File: config.mk
export PLATFORM = sky130hd
export DESIGN_NAME = fifo_burst_reader_flat
export DESIGN_NICKNAME = d
export VERILOG_FILES = /design/src/rtl/fifo_burst_reader_if.sv /design/src/rtl/fifo_burst_reader.sv /design/src/flat_wrapper.sv
export SDC_FILE = /design/constraint.sdc
export NUM_CORES = 1
export LEC_CHECK = 0
export BUFFER_PORTS_ARGS = -buffer_cell sky130_fd_sc_hd__buf_2
export CAP_MARGIN = 20
export CORE_MARGIN = 3
export CORE_UTILIZATION = 30
export DETAILED_ROUTE_END_ITERATION = 10
export PLACE_DENSITY = 0.57
export SLEW_MARGIN = 20
export SYNTH_ARGS = -nofsm -noshare
export SYNTH_HDL_FRONTEND = slang
export SYNTH_SLANG_ARGS = --single-unit
File: constraint.sdc
create_clock -name i_clk -period 2.8 [get_ports i_clk]
set_input_delay 0.56 -clock i_clk [delete_from_list [all_inputs] [get_ports i_clk]]
set_output_delay 0.56 -clock i_clk [all_outputs]
set_load 0.03 [all_outputs]
File: src/rtl/fifo_burst_reader_if.sv
// -----------------------------------------------------------------------------
// fifo_burst_reader_if
// Bus bundle for fifo_burst_reader: the read port of a first-word-fall-through
// FIFO (i_rempty / i_rdata / o_rinc) plus the valid/ready output stream
// (o_data / o_valid / i_ready). Signal names keep the reader's point of view.
//   master : the burst reader (pops the FIFO, sources the stream)
//   slave  : the environment (FIFO read side and downstream sink)
// -----------------------------------------------------------------------------
interface fifo_burst_reader_if #(
    parameter int DATA_WIDTH = 8
);
    logic                  i_rempty;
    logic [DATA_WIDTH-1:0] i_rdata;
    logic                  o_rinc;
    logic [DATA_WIDTH-1:0] o_data;
    logic                  o_valid;
    logic                  i_ready;

    modport master (
        input  i_rempty,
        input  i_rdata,
        input  i_ready,
        output o_rinc,
        output o_data,
        output o_valid
    );

    modport slave (
        output i_rempty,
        output i_rdata,
        output i_ready,
        input  o_rinc,
        input  o_data,
        input  o_valid
    );
endinterface

File: src/rtl/fifo_burst_reader.sv
// -----------------------------------------------------------------------------
// fifo_burst_reader
// Pops exactly i_len words from a fall-through FIFO and forwards them on a
// valid/ready stream through a 2-entry output buffer, at one word per cycle
// when downstream is always ready.
// Ports:
//   i_clk, i_rst      clock, synchronous active-high reset
//   i_start, i_len    burst command and length (sampled only in IDLE)
//   i_abort           terminate the running burst
//   bus (master)      FIFO read port and output stream
//   o_busy            high while a burst is in READ or DRAIN
//   o_done/o_aborted  one-cycle completion / abort pulses
//   o_count           words handshaken downstream in the current/last burst
// -----------------------------------------------------------------------------
module fifo_burst_reader #(
    parameter int DATA_WIDTH = 8,
    parameter int LEN_WIDTH  = 8
) (
    input  logic                 i_clk,
    input  logic                 i_rst,
    input  logic                 i_start,
    input  logic [LEN_WIDTH-1:0] i_len,
    input  logic                 i_abort,
    fifo_burst_reader_if.master  bus,
    output logic                 o_busy,
    output logic                 o_done,
    output logic                 o_aborted,
    output logic [LEN_WIDTH-1:0] o_count
);

    typedef enum logic [1:0] {
        ST_IDLE  = 2'd0,
        ST_READ  = 2'd1,
        ST_DRAIN = 2'd2
    } state_t;

    localparam logic [LEN_WIDTH-1:0]  LEN_ZERO  = {LEN_WIDTH{1'b0}};
    localparam logic [LEN_WIDTH-1:0]  LEN_ONE   = {{(LEN_WIDTH-1){1'b0}}, 1'b1};
    localparam logic [DATA_WIDTH-1:0] DATA_ZERO = {DATA_WIDTH{1'b0}};

    state_t                state_q, state_d;
    logic [LEN_WIDTH-1:0]  rem_q, rem_d;
    logic [LEN_WIDTH-1:0]  count_q, count_d;
    logic [1:0]            occ_q, occ_d;
    logic [DATA_WIDTH-1:0] head_q, head_d;
    logic [DATA_WIDTH-1:0] tail_q, tail_d;
    logic                  valid_q, busy_q, done_q, aborted_q;
    logic                  done_d, aborted_d;
    logic                  pop_s, hs_s;

    // Pop and handshake strobes; pop is suppressed by abort, a full buffer and reset.
    always_comb begin
        pop_s = (state_q == ST_READ) && (rem_q != LEN_ZERO) && !bus.i_rempty &&
                (occ_q != 2'd2) && !i_abort && !i_rst;
        hs_s  = valid_q && bus.i_ready;
    end

    // Next-state logic for the burst FSM, output buffer and counters.
    always_comb begin
        state_d   = state_q;
        rem_d     = rem_q;
        count_d   = count_q;
        occ_d     = occ_q;
        head_d    = head_q;
        tail_d    = tail_q;
        done_d    = 1'b0;
        aborted_d = 1'b0;

        // Buffer: head is the word presented downstream, tail the second slot.
        // A pop that coincides with a handshake keeps occupancy constant.
        if (pop_s && hs_s) begin
            if (occ_q == 2'd1) begin
                head_d = bus.i_rdata;
            end else begin
                head_d = tail_q;
                tail_d = bus.i_rdata;
            end
        end else if (pop_s) begin
            if (occ_q == 2'd0) begin
                head_d = bus.i_rdata;
            end else begin
                tail_d = bus.i_rdata;
            end
            occ_d = occ_q + 2'd1;
        end else if (hs_s) begin
            head_d = tail_q;
            occ_d  = occ_q - 2'd1;
        end else begin
            occ_d = occ_q;
        end

        if (pop_s) begin
            rem_d = rem_q - LEN_ONE;
        end else begin
            rem_d = rem_q;
        end

        // A handshake in the abort cycle is still counted.
        if (hs_s) begin
            count_d = count_q + LEN_ONE;
        end else begin
            count_d = count_q;
        end

        case (state_q)
            ST_IDLE: begin
                if (i_start) begin
                    count_d = LEN_ZERO;
                    if (i_len != LEN_ZERO) begin
                        rem_d   = i_len;
                        state_d = ST_READ;
                    end else begin
                        done_d = 1'b1;
                    end
                end else begin
                    state_d = ST_IDLE;
                end
            end
            ST_READ: begin
                if (i_abort) begin
                    state_d   = ST_IDLE;
                    rem_d     = LEN_ZERO;
                    occ_d     = 2'd0;
                    head_d    = DATA_ZERO;
                    aborted_d = 1'b1;
                end else if (pop_s && (rem_q == LEN_ONE)) begin
                    state_d = ST_DRAIN;
                end else begin
                    state_d = ST_READ;
                end
            end
            ST_DRAIN: begin
                // Abort takes priority over a completing handshake.
                if (i_abort) begin
                    state_d   = ST_IDLE;
                    rem_d     = LEN_ZERO;
                    occ_d     = 2'd0;
                    head_d    = DATA_ZERO;
                    aborted_d = 1'b1;
                end else if (hs_s && (occ_q == 2'd1)) begin
                    state_d = ST_IDLE;
                    done_d  = 1'b1;
                end else begin
                    state_d = ST_DRAIN;
                end
            end
            default: begin
                state_d = ST_IDLE;
                rem_d   = LEN_ZERO;
                occ_d   = 2'd0;
            end
        endcase
    end

    // State and output registers with synchronous reset.
    always_ff @(posedge i_clk) begin
        if (i_rst) begin
            state_q   <= ST_IDLE;
            rem_q     <= LEN_ZERO;
            count_q   <= LEN_ZERO;
            occ_q     <= 2'd0;
            head_q    <= DATA_ZERO;
            tail_q    <= DATA_ZERO;
            valid_q   <= 1'b0;
            busy_q    <= 1'b0;
            done_q    <= 1'b0;
            aborted_q <= 1'b0;
        end else begin
            state_q   <= state_d;
            rem_q     <= rem_d;
            count_q   <= count_d;
            occ_q     <= occ_d;
            head_q    <= head_d;
            tail_q    <= tail_d;
            valid_q   <= (occ_d != 2'd0);
            busy_q    <= (state_d != ST_IDLE);
            done_q    <= done_d;
            aborted_q <= aborted_d;
        end
    end

    assign bus.o_rinc  = pop_s;
    assign bus.o_data  = head_q;
    assign bus.o_valid = valid_q;
    assign o_busy      = busy_q;
    assign o_done      = done_q;
    assign o_aborted   = aborted_q;
    assign o_count     = count_q;

endmodule

File: src/flat_wrapper.sv
// flat-port wrapper written by rule: the top's interface ports become plain ports
module fifo_burst_reader_flat 
#(
    parameter int DATA_WIDTH = 8,
    parameter int LEN_WIDTH  = 8
)
  (i_clk, i_rst, i_start, i_len, i_abort, o_busy, o_done, o_aborted, o_count, bus_i_rempty, bus_i_rdata, bus_i_ready, bus_o_rinc, bus_o_data, bus_o_valid);
  fifo_burst_reader_if #(.DATA_WIDTH(DATA_WIDTH)) bus_i ();
  input  logic i_clk;
  input  logic i_rst;
  input  logic i_start;
  input  logic [LEN_WIDTH-1:0] i_len;
  input  logic i_abort;
  output logic o_busy;
  output logic o_done;
  output logic o_aborted;
  output logic [LEN_WIDTH-1:0] o_count;
  input wire logic [$bits(bus_i.i_rempty)-1:0] bus_i_rempty;
  input wire logic [$bits(bus_i.i_rdata)-1:0] bus_i_rdata;
  input wire logic [$bits(bus_i.i_ready)-1:0] bus_i_ready;
  output wire logic [$bits(bus_i.o_rinc)-1:0] bus_o_rinc;
  output wire logic [$bits(bus_i.o_data)-1:0] bus_o_data;
  output wire logic [$bits(bus_i.o_valid)-1:0] bus_o_valid;
  assign bus_i.i_rempty = bus_i_rempty;
  assign bus_i.i_rdata = bus_i_rdata;
  assign bus_i.i_ready = bus_i_ready;
  assign bus_o_rinc = bus_i.o_rinc;
  assign bus_o_data = bus_i.o_data;
  assign bus_o_valid = bus_i.o_valid;
  fifo_burst_reader #(.DATA_WIDTH(DATA_WIDTH), .LEN_WIDTH(LEN_WIDTH)) u_core (.i_clk(i_clk), .i_rst(i_rst), .i_start(i_start), .i_len(i_len), .i_abort(i_abort), .bus(bus_i), .o_busy(o_busy), .o_done(o_done), .o_aborted(o_aborted), .o_count(o_count));
endmodule
==> Word level (Yosys, flattened, before mapping) <==
Index checks and enable logic that the tools add are counted.
{ "classes": {"n_eq_ne": 7, "addsub": 4, "bitwise_logic": 1, "reduce_logical": 22, "mux": 37} }
{ "ops": {"columns": ["operator", "n"], "rows": [
  ["two-way mux 8 bit", 18],
  ["two-way mux 2 bit", 10],
  ["one-hot mux 8 bit (2 select lines)", 1],
  ["nonzero test 8 bit", 2],
  ["logical AND 1 bit", 9],
  ["adder 8 x 1 -> 8 bit, second input constant", 1],
  ["equality test 8 x 1 -> 1 bit, second input constant", 1],
  ["subtractor 8 x 1 -> 8 bit, second input constant", 1],
  ["one-hot mux 2 bit (3 select lines)", 1],
  ["nonzero test 2 bit", 3],
  ["two-way mux 1 bit", 5],
  ["equality test 2 x 1 -> 1 bit, second input constant", 2],
  ["logical NOT 2 bit", 2],
  ["inequality test 2 bit, second input constant", 2],
  ["one-hot mux 2 bit (2 select lines)", 1],
  ["OR reduction 2 bit", 2],
  ["logical NOT 1 bit", 3],
  ["AND reduction 3 bit", 1],
  ["adder 2 x 1 -> 2 bit, second input constant", 1],
  ["equality test 2 bit, second input constant", 1],
  ["inequality test 2 x 1 -> 1 bit, second input constant", 1],
  ["one-hot mux 1 bit (2 select lines)", 1],
  ["subtractor 2 x 1 -> 2 bit, second input constant", 1],
  ["NOT 1 bit", 1]
]} }
{ "word_totals": {"input_bits": 22, "out_inout_bits": 21, "wordCells": 81, "register_bits": 40} }

==> Longest topological paths before layout <==
Gate-level depths: netlist of the first run.
{ "depth": {"ltp_word": 11, "ltp_mapped": 9, "mapped_depth_nobuf": 8} }

==> Least setup slack after synthesis of the first run <==
No wires, ideal clock.
{ "synth_path": {"path_type": "register to output", "startpoint": "register u_core.rem_q[0]", "endpoint": "output port bus_o_rinc", "path_buffers": 1, "arrival_ns": 1.484, "path_slack_ns": 0.756, "stages_incl_launch_ff": 7, "path_cell_list": "dfxtp_1 > inv_1 > ha_1 > or4b_4 > o211ai_2 > inv_2 > buf_6"} }
{ "synth_between": {"elab_chain_cells": 6} }
{ "synth_rtl": {"columns": ["item", "line", "text"], "rows": [
  ["from (decl)", "fifo_burst_reader.sv:42", "logic [LEN_WIDTH-1:0] rem_q, rem_d;"],
  ["from (signal assigned)", "fifo_burst_reader.sv:170", "rem_q <= rem_d;"],
  ["nonzero test 8 bit", "fifo_burst_reader.sv:53", "pop_s = (state_q == ST_READ) && (rem_q != LEN_ZERO) && !bus.i_rempty &&"],
  ["logical AND 1 bit (3 in series)", "fifo_burst_reader.sv:53", null],
  ["logical AND 1 bit (2 in series)", "fifo_burst_reader.sv:54", "(occ_q != 2'd2) && !i_abort && !i_rst;"],
  ["to (decl)", "flat_wrapper.sv:21", "output wire logic [$bits(bus_i.o_rinc)-1:0] bus_o_rinc;"]
]} }
Every way passes these cells.

==> Worst setup path after layout of the first run <==
Ends and elaborated chain as after synthesis.

==> results of run 1 <==
==> sequential cells by signal (all words and copies together) (netlist names) <==
name	flops
u_core.bus.o_data	8
u_core.bus.o_valid	1
u_core.o_aborted	1
u_core.o_busy	1
u_core.o_count	8
u_core.o_done	1
u_core.occ_q	2
u_core.rem_q	8
u_core.state_q	2
u_core.tail_q	8
==> worst max-delay path, stage by stage (launching register included) <==
cell and delay (ns):
dfxtp_1 0.38, inv_1 0.10, ha_1 0.17, or4b_4 0.49, o211ai_2 0.21, inv_2 0.08, buf_2 0.18
==> through the flow <==
| stage | area, um^2 | instances |
|---|---|---|
| detailed placement | 2510 | 385 |
| CTS | 2620 | 393 |
| global placement | 2510 | 385 |
| finish | 2620 | 393 |
| global route | 2620 | 393 |
| floorplan | 2180 | 248 |
==> layout make-up <==
type / instances / area (um^2)
Clock buffer: 6 / 72.6
Clock inverter: 2 / 35.0
Fill cell: 752 / 4290
Inverter: 8 / 30.0
Multi-Input combinational cell: 193 / 1310
Sequential cell: 40 / 801
Tap cell: 96 / 120
Timing Repair Buffer: 48 / 255
==> cell usage in the layout (no fill, tap or decap), drive strengths merged, types with 2 or more instances in the layout <==
cell    count
nand2      24
clkbuf      6
or3b        2
inv         8
a21o        2
xor2        5
nor2       28
o32ai       7
or3         4
ha         11
nor4        3
nand3       3
a31oi       4
o21ai      18
o311ai      2
o22ai       2
mux2i      18
and2        4
o31ai       2
nor3        6
buf        48
nand2b      3
dfxtp      40
nand4       4
or4         2
a21boi      2
xnor2       4
o211ai      2
nor2b       4
a21oi      16
==> power by group <==
| group | total [mW] | leakage, nW | internal, mW | switching (mW) |
|---|---|---|---|---|
| clock | 0.468 | 0.0552 | 0.265 | 0.203 |
| combinational | 0.248 | 0.708 | 0.0954 | 0.153 |
| sequential | 0.618 | 0.324 | 0.595 | 0.0234 |
| total | 1.33 | 1.09 | 0.955 | 0.379 |
==> kinds of logic (layout without fill, tap and decap cells) <==
family                   count (synthesis)  after routing  synth area share, %
buffers and inverters                   15             64                 3.33
AO/OA/AOI/OAI                           63             63                 18.8
adder cells (fa/ha/maj)                 12             12                 6.78
AND/OR/NAND/NOR                         91             91                 22.4
flip-flops                              40             40                 36.8
XOR/XNOR                                 9              9                 3.62
multiplexers                            18             18                 8.27
==> final timing paths <==
kind                                                         to                          from  slack, ns
worst max-delay path                                 bus_o_rinc    u_core.rem_q[0]$_SDFF_PP0_       0.35
worst min-delay path               u_core.o_count[7]$_SDFF_PP0_  u_core.o_count[7]$_SDFF_PP0_       0.48
worst max register to register  u_core.bus.o_data[2]$_SDFF_PP0_    u_core.rem_q[0]$_SDFF_PP0_       0.50
worst min register to register     u_core.o_count[7]$_SDFF_PP0_  u_core.o_count[7]$_SDFF_PP0_       0.48
==> routing by layer <==
metal	part of all wire (%)	up-vias
met5	0	-
met4	1.5	0
met3	3.4	9
met2	48	26
met1	47	938
li1	-	994
==> results.sh, run 1 <==
export IMPL_min_period_over_period_pct=87.7
export IMPL_cp_max_fo=6
export IMPL_drv_cap=0
export IMPL_gp_congestion=0.775
export IMPL_wire_per_inst_um=13.8
export IMPL_cts_tree="done"
export IMPL_skew_ns=0.00708
export IMPL_dp_worst_setup_slack_ns=0.506
export IMPL_first_pass_iters=6
export IMPL_grt_max_degree=16
export IMPL_arrival_ns=1.89
export IMPL_grtUsageMet1_pct=16.5
export IMPL_clock_latency_ns=0.29
export IMPL_io_pins=43
export IMPL_antenna_found_initial=0
export IMPL_pwr_density_cell_nw_per_um2=509
export IMPL_power_total_mw=1.33
export IMPL_syn_inst=248
export IMPL_dpl_hpwl_um=4100
export IMPL_synth_top_area_share_pct=36.8
export IMPL_post_cts_setup_buffer_count=0
export IMPL_drive_gt1_share_pct=22.2
export IMPL_grt_pass1_vias=1909
export IMPL_path_class="reg -> out"
export IMPL_die_h_um=91.2
export IMPL_grt_usage_pct=13.2
export IMPL_cp_end_kind="output pin"
export IMPL_slew_headroom_pct=64.0
export IMPL_worst_slew_pin_slew_ns=0.535
export IMPL_netlist_top_cells_count="dfxtp_1 (40), nor2_1 (28), nand2_1 (24)"
export IMPL_use_met3_pct=3.23
export IMPL_synth_edf_count=0
export IMPL_ys_top_cells_by_area="dfxtp_1 (37%), mux2i_1 (8.3%), ha_1 (6.3%)"
export IMPL_clock_path_buffers=2
export IMPL_cts_hold_buf=0
export IMPL_numCtsBuffers=5
export IMPL_cellLeakagePower_nw=1.09
export IMPL_fmaxAchievable_mhz=407
export IMPL_finalSetupViolCount=0
export IMPL_worst_slack_ns=0.345
export IMPL_setup_tns_ns=0
export IMPL_final_util_pct=37.9
export IMPL_met2_usage_pct=22.1
export IMPL_syn2layout_area_growth_pct=20.2
export IMPL_viasPerCell=5.01
export IMPL_min_path_type="reg -> reg"
export IMPL_htreeDepth=2
export IMPL_busiest_layer="met2"
export IMPL_drcViolationCount=0
export IMPL_rsz0062_at_grt="false"
export IMPL_ys_warn_count=0
export IMPL_seq_area_frac_synth_pct=36.8
export IMPL_grt_pass1_wl_um=9000
export IMPL_ctsResizeCount=0
export IMPL_dieArea_um2=8320
export IMPL_core_area_um2=6910
export IMPL_status="finished clean"
export IMPL_clk_pin_slew_ns=0.08
export IMPL_ys_flop_type="dfxtp_1"
export IMPL_start_util_pct=31.5
export IMPL_min_period_ns=2.45
export IMPL_cts_root_buf="clkbuf_8"
export IMPL_required_ns=2.24
export IMPL_timing_hold_ws_ns=0.483
export IMPL_ys_ff_latch=40
export IMPL_dieWidth_um=91.2
export IMPL_clock_sinks=40
export IMPL_yosysTopAreaCell="dfxtp_1"
export IMPL_ant_nets=0
export IMPL_slew_violations=0
export IMPL_synthMostInstantiatedCell="dfxtp_1"
export IMPL_dr_first_iter_drc_count=93
export IMPL_vdd_drop_max_mv=0.215
export IMPL_final_hold_viol_count=0
export IMPL_port_buffers=42
export IMPL_synthesis_nets=281
export IMPL_whs_path_depth=2
export IMPL_vias=1967
export IMPL_final_nets=329
export IMPL_syn_area_um2=2180
export IMPL_rr_worst_depth=7
export IMPL_start_kind="flip-flop"
export IMPL_wl_um=5430
export IMPL_ys_types=48
export IMPL_n_antenna_cell=0
export IMPL_rows=30
export IMPL_grt_ovfl_total=0
export IMPL_async_flop_share_pct=0
export IMPL_avgSynthCellArea_um2=8.78
Power figures use the tool's default switching activity.
==> run 2, diff against run 1 <==
--- a/config.mk
+++ b/config.mk
@@ -10,7 +10,7 @@
 export CORE_MARGIN = 3
 export CORE_UTILIZATION = 30
 export DETAILED_ROUTE_END_ITERATION = 10
-export PLACE_DENSITY = 0.57
+export PLACE_DENSITY = 0.58
 export SLEW_MARGIN = 20
 export SYNTH_ARGS = -nofsm -noshare
 export SYNTH_HDL_FRONTEND = slang
==> constraint.sdc (replaced) <==
create_clock -name i_clk -period 2.1 [get_ports i_clk]
set_input_delay 0.42 -clock i_clk [delete_from_list [all_inputs] [get_ports i_clk]]
set_output_delay 0.42 -clock i_clk [all_outputs]
set_load 0.03 [all_outputs]
==> results.sh, run 2 (synthesis gave the netlist of run 1 again) <==
export IMPL_final_util_pct=40.2
export IMPL_min_period_ns=2.11
export IMPL_finalSetupViolCount=1
export IMPL_crit_top_cell="inv_2"
export IMPL_cp_max_fo=3
export IMPL_timing_rr_end="u_core.rem_q[3]$_SDFF_PP0_"
export IMPL_final_nets=347
export IMPL_dieArea_um2=8320
export IMPL_grt_max_degree=16
export IMPL_io_pins=43
export IMPL_viasPerCell=4.84
export IMPL_wl_um=5680
export IMPL_dpl_hpwl_um=4080
export IMPL_cp_depth=6
export IMPL_rr_worst_depth=9
export IMPL_htreeDepth=2
export IMPL_min_period_over_period_pct=101
export IMPL_clock_sinks=40
export IMPL_grt_pass1_vias=1938
export IMPL_drv_cap=0
export IMPL_dieWidth_um=91.2
export IMPL_reg2reg_setup_slack_ns=0.05
export IMPL_crit_chain="inv_2 > ha_4 > or4b_4 > o211ai_2 > inv_2 > buf_6"
export IMPL_status="complete, but fails checks"
export IMPL_grt_pass1_wl_um=9250
export IMPL_worstPathBufferInverterCount=3
export IMPL_cts_tree="done"
export IMPL_rows=30
export IMPL_timing_rr_start="u_core.rem_q[1]$_SDFF_PP0_"
export IMPL_skew_ns=0.0125
export IMPL_required_ns=1.68
export IMPL_start_kind="flip-flop"
export IMPL_grt_ovfl_total=0
export IMPL_rsz0062_at_grt="true"
export IMPL_worstSetupStartpoint="u_core.rem_q[1]$_SDFF_PP0_"
export IMPL_vias=1990
export IMPL_gp_congestion=0.838
export IMPL_worst_slew_pin_slew_ns=0.450
export IMPL_fill_cells=724
export IMPL_cts_root_buf="clkbuf_8"
export IMPL_first_pass_iters=4
export IMPL_n_antenna_cell=0
export IMPL_timing_hold_ws_ns=0.350
export IMPL_fmaxAchievable_mhz=473
export IMPL_vdd_drop_max_mv=0.364
export IMPL_antenna_found_initial=0
export IMPL_layout_commonest_cell="buf_2"
export IMPL_path_class="reg -> out"
export IMPL_cellLeakagePower_nw=1.17
export IMPL_violations="setup timing"
export IMPL_wire_per_inst_um=13.8
export IMPL_port_buffers=42
export IMPL_mostFrequentLayoutCells="buf_2 (41), dfxtp_1 (38), nor2_1 (28)"
export IMPL_syn2layout_area_growth_pct=27.3
export IMPL_final_hold_viol_count=0
export IMPL_slew_violations=0
export IMPL_arrival_ns=1.69
export IMPL_pwr_density_cell_nw_per_um2=621
export IMPL_worst_slack_ns=-0.0120
export IMPL_numCtsBuffers=5
export IMPL_clock_latency_ns=0.30
export IMPL_cp_end_kind="output pin"
export IMPL_clock_path_buffers=2
export IMPL_slew_headroom_pct=69.8
export IMPL_min_path_type="in -> reg"
export IMPL_drive_gt1_share_pct=29.2
export IMPL_dr_first_iter_drc_count=62
export IMPL_grt_usage_pct=13.6
export IMPL_drcViolationCount=0
export IMPL_max_stage_delay_ns=0.47
export IMPL_cp_slowest_cell="or4b_4"
export IMPL_clk_pin_slew_ns=0.07
export IMPL_cts_hold_buf=0
export IMPL_start_util_pct=31.5
export IMPL_crit_path_end="bus_o_rinc"
export IMPL_die_h_um=91.2
export IMPL_ant_nets=0
export IMPL_core_area_um2=6910
export IMPL_critical_path_top_delay_family="simple AND/OR/NAND/NOR gates"
-- run 2: cell count changes in the layout (fill, tap and decap cells not counted), sizes merged --
| cell | delta |
|---|---|
| buf | +18 |
| bufinv | -1 |
| clkbuf | -1 |
| clkinv | +2 |
-- run 2: how the worst min path moves through the flow --
stage	startpoint	to	slack (ns)	cells after the start
final	i_len[1]	u_core.rem_q[1]$_SDFF_PP0_	0.35	2
after global routing	i_len[0]	u_core.rem_q[0]$_SDFF_PP0_	0.36	3
after CTS	i_len[0]	u_core.rem_q[0]$_SDFF_PP0_	0.34	3
after detailed placement	u_core.o_count[7]$_SDFF_PP0_	u_core.o_count[7]$_SDFF_PP0_	0.48	2
after global placement	u_core.o_count[7]$_SDFF_PP0_	u_core.o_count[7]$_SDFF_PP0_	0.47	2
after floorplan	u_core.occ_q[0]$_SDFF_PP0_	u_core.bus.o_valid$_SDFF_PP0_	0.47	1
-- run 2: per-stage QoR --
stage / std cells / setup WS [ns] / instance area [um^2] / power, mW / TNS, ns
6_report: 411 / -0.0120 / 2770 / 1.72 / -0.0120
5_1_grt: 411 / -0.0957 / 2770 / 1.80 / -0.209
3_5_place_dp: 397 / 0.0674 / 2600 / 1.19 / 0
2_1_floorplan: 248 / 0.128 / 2180 / 1.07 / 0
4_1_cts: 409 / -0.0128 / 2740 / 1.73 / -0.0128
3_3_place_gp: 397 / 0.0979 / 2600 / 1.19 / 0
-- run 2: power breakdown --
| part | switching (mW) | internal [mW] |
|---|---|---|
| Clock | 0.290 | 0.232 |
| Combinational | 0.223 | 0.157 |
| Sequential | 0.0269 | 0.794 |
| Total | 0.540 | 1.18 |
-- run 2: cell type report --
| class | instances | area (um^2) | area share, % |
|---|---|---|---|
| Timing Repair Buffer | 66 | 400 | 14.4 |
| Sequential cell | 40 | 803 | 29.0 |
| Multi-Input combinational cell | 193 | 1330 | 48.0 |
| Clock buffer | 5 | 68.8 | 2.48 |
| Inverter | 8 | 30.0 | 1.08 |
| Clock inverter | 3 | 18.8 | 0.677 |
| Tap cell | 96 | 120 | 4.33 |
-- run 2: per-layer routing --
| layer | wire length [um] | vias to the layer above | track usage, % |
|---|---|---|---|
| li1 | - | 1032 | - |
| met1 | 2750 | 915 | 16.9 |
| met2 | 2680 | 35 | 23.2 |
| met3 | 173 | 8 | 2.49 |
| met4 | 82 | 0 | 5.15 |
| met5 | 0 | - | 0 |
-- run 2: repair_timing --
item                                    CTS  global route
gates resized for setup                   8             5
pin swaps                                 2             4
gates cloned                              0             1
endpoints found under the setup margin    1             8
setup buffers                             4             1
==> run 3, diff against run 2 <==
--- a/config.mk
+++ b/config.mk
@@ -10,7 +10,7 @@
 export CORE_MARGIN = 3
 export CORE_UTILIZATION = 30
 export DETAILED_ROUTE_END_ITERATION = 10
-export PLACE_DENSITY = 0.58
+export PLACE_DENSITY = 0.57
 export SLEW_MARGIN = 20
 export SYNTH_ARGS = -nofsm -noshare
 export SYNTH_HDL_FRONTEND = slang
==> constraint.sdc (replaced) <==
create_clock -name i_clk -period 2.3 [get_ports i_clk]
set_input_delay 0.46 -clock i_clk [delete_from_list [all_inputs] [get_ports i_clk]]
set_output_delay 0.46 -clock i_clk [all_outputs]
set_load 0.03 [all_outputs]
==> results.sh, run 3 (synthesis gave the netlist of run 1 again) <==
export IMPL_start_kind="flip-flop"
export IMPL_layout_commonest_cell="buf_2"
export IMPL_die_h_um=91.2
export IMPL_worstPathBufferInverterCount=3
export IMPL_seq_area_um2=805
export IMPL_cts_tree="done"
export IMPL_setup_tns_ns=0
export IMPL_antenna_found_initial=0
export IMPL_wl_um=5650
export IMPL_power_total_mw=1.67
export IMPL_slew_violations=0
export IMPL_numCtsBuffers=5
export IMPL_mostFrequentLayoutCells="buf_2 (41), dfxtp_1 (39), nor2_1 (28)"
export IMPL_clk_pin_slew_ns=0.09
export IMPL_pwr_density_cell_nw_per_um2=618
export IMPL_rsz0062_at_grt="false"
export IMPL_required_ns=1.84
export IMPL_crit_chain="inv_4 > ha_4 > or4b_4 > o211ai_4 > inv_4 > buf_6"
export IMPL_drive_gt1_share_pct=25.2
export IMPL_final_nets=334
export IMPL_dpl_hpwl_um=4060
export IMPL_cp_slowest_cell="or4b_4"
export IMPL_slew_headroom_pct=60.3
export IMPL_min_period_over_period_pct=96.9
export IMPL_internal_power_mw=1.18
export IMPL_dr_first_iter_drc_count=118
export IMPL_seq_power_share_pct=44.9
export IMPL_p_comb_share_pct=19.1
export IMPL_wire_per_inst_um=14.2
export IMPL_final_util_pct=39.2
export IMPL_stdcell_area_um2=2710
export IMPL_worst_slew_pin_slew_ns=0.596
export IMPL_dieArea_um2=8320
export IMPL_first_pass_iters=4
export IMPL_vdd_drop_max_mv=0.264
export IMPL_grt_pass1_wl_um=9240
export IMPL_rows=30
export IMPL_min_period_ns=2.23
export IMPL_arrival_ns=1.77
export IMPL_htreeDepth=2
export IMPL_port_buffers=42
export IMPL_core_area_um2=6910
export IMPL_clock_sinks=40
export IMPL_cts_root_buf="clkbuf_8"
export IMPL_clkPwrFrac_pct=35.9
export IMPL_ant_nets=0
export IMPL_critical_path_top_delay_family="simple AND/OR/NAND/NOR gates"
export IMPL_final_cells=398
export IMPL_grt_max_degree=16
export IMPL_cp_max_fo=3
export IMPL_cts_hold_buf=0
export IMPL_io_pins=43
export IMPL_min_path_type="in -> reg"
export IMPL_dp_cells=386
export IMPL_finalSetupViolCount=0
export IMPL_drcViolationCount=0
export IMPL_status="finished clean"
export IMPL_path_class="reg -> out"
export IMPL_max_stage_delay_ns=0.49
export IMPL_grt_ovfl_total=0
export IMPL_syn2layout_area_growth_pct=24.2
export IMPL_n_antenna_cell=0
export IMPL_multi_input_area_um2=1330
export IMPL_dpl_cell_area_um2=2520
export IMPL_grt_usage_pct=13.6
export IMPL_vias=2058
export IMPL_worst_slack_ns=0.0706
export IMPL_fmaxAchievable_mhz=449
export IMPL_timing_hold_ws_ns=0.381
export IMPL_gp_congestion=0.842
export IMPL_p_switching_uw=498
export IMPL_drv_cap=0
export IMPL_final_hold_viol_count=0
export IMPL_start_util_pct=31.5
export IMPL_dieWidth_um=91.2
export IMPL_skew_ns=0.00826
export IMPL_viasPerCell=5.17
export IMPL_clock_latency_ns=0.29
export IMPL_cellLeakagePower_nw=1.11
export IMPL_sw_frac_of_total_pct=29.8
export IMPL_crit_top_cell="inv_4"
export IMPL_fill_cells=736
export IMPL_cp_end_kind="output pin"
export IMPL_clock_path_buffers=2
export IMPL_dp_worst_setup_slack_ns=0.115
export IMPL_grt_pass1_vias=1892
==> run 3: cell types whose count changed in the layout (fill, tap and decap cells not counted), sizes merged <==
cell | before | now
clkinvlp | 0 | 1
inv | 8 | 9
clkinv | 3 | 0
buf | 66 | 53
bufinv | 0 | 1
==> run 3: routing by layer <==
metal	global-route usage, %	vias to the layer above	share of wire [%]
met5	0	-	0
met4	3.77	0	1.3
met3	2.82	6	4.1
met2	23.0	56	48
li1	-	1009	-
met1	17.5	987	46
==> run 3: worst reg2reg max path, stage by stage (launching register included) <==
cell and delay (ns):
dfxtp_4 0.37, inv_4 0.07, ha_4 0.12, or4b_4 0.49
o211ai_4 0.24, inv_4 0.06, buf_4 0.19, a221o_1 0.32
o311ai_0 0.10, a31oi_1 0.07
==> run 3: final timing paths <==
kind | cells after the start | start | slack [ns] | endpoint
hold reg to reg | 2 | u_core.o_count[7]$_SDFF_PP0_ | 0.49 | u_core.o_count[7]$_SDFF_PP0_
setup reg to reg | 9 | u_core.rem_q[1]$_SDFF_PP0_ | 0.17 | u_core.rem_q[3]$_SDFF_PP0_
setup / recovery | 6 | u_core.rem_q[1]$_SDFF_PP0_ | 0.07 | bus_o_rinc
hold / removal | 2 | i_len[1] | 0.38 | u_core.rem_q[1]$_SDFF_PP0_
==> run 3: final cells by class <==
type                       instances  area share [%]
tap                               96            4.44
timing repair buffer              53            11.0
sequential                        40            29.7
multi-input combinational        193            49.2
clock inverter                     3            1.71
clock buffer                       5            2.54
inverter                           8            1.29
==> run 3: repair_timing <==
item	in CTS	in global routing
pin swaps	1	2
resized for setup	6	6
endpoints found under the setup margin	1	7
gates cloned	0	0
buffers inserted	2	2
==> run 3: power by group through the flow <==
stage / clock network [mW] / logic, mW / registers, mW
floorplan: 0 / 0.180 / 0.795
detailed placement: 0 / 0.305 / 0.767
CTS: 0.622 / 0.311 / 0.752
finish: 0.601 / 0.320 / 0.752
global route: 0.652 / 0.355 / 0.756
global placement: 0 / 0.304 / 0.768
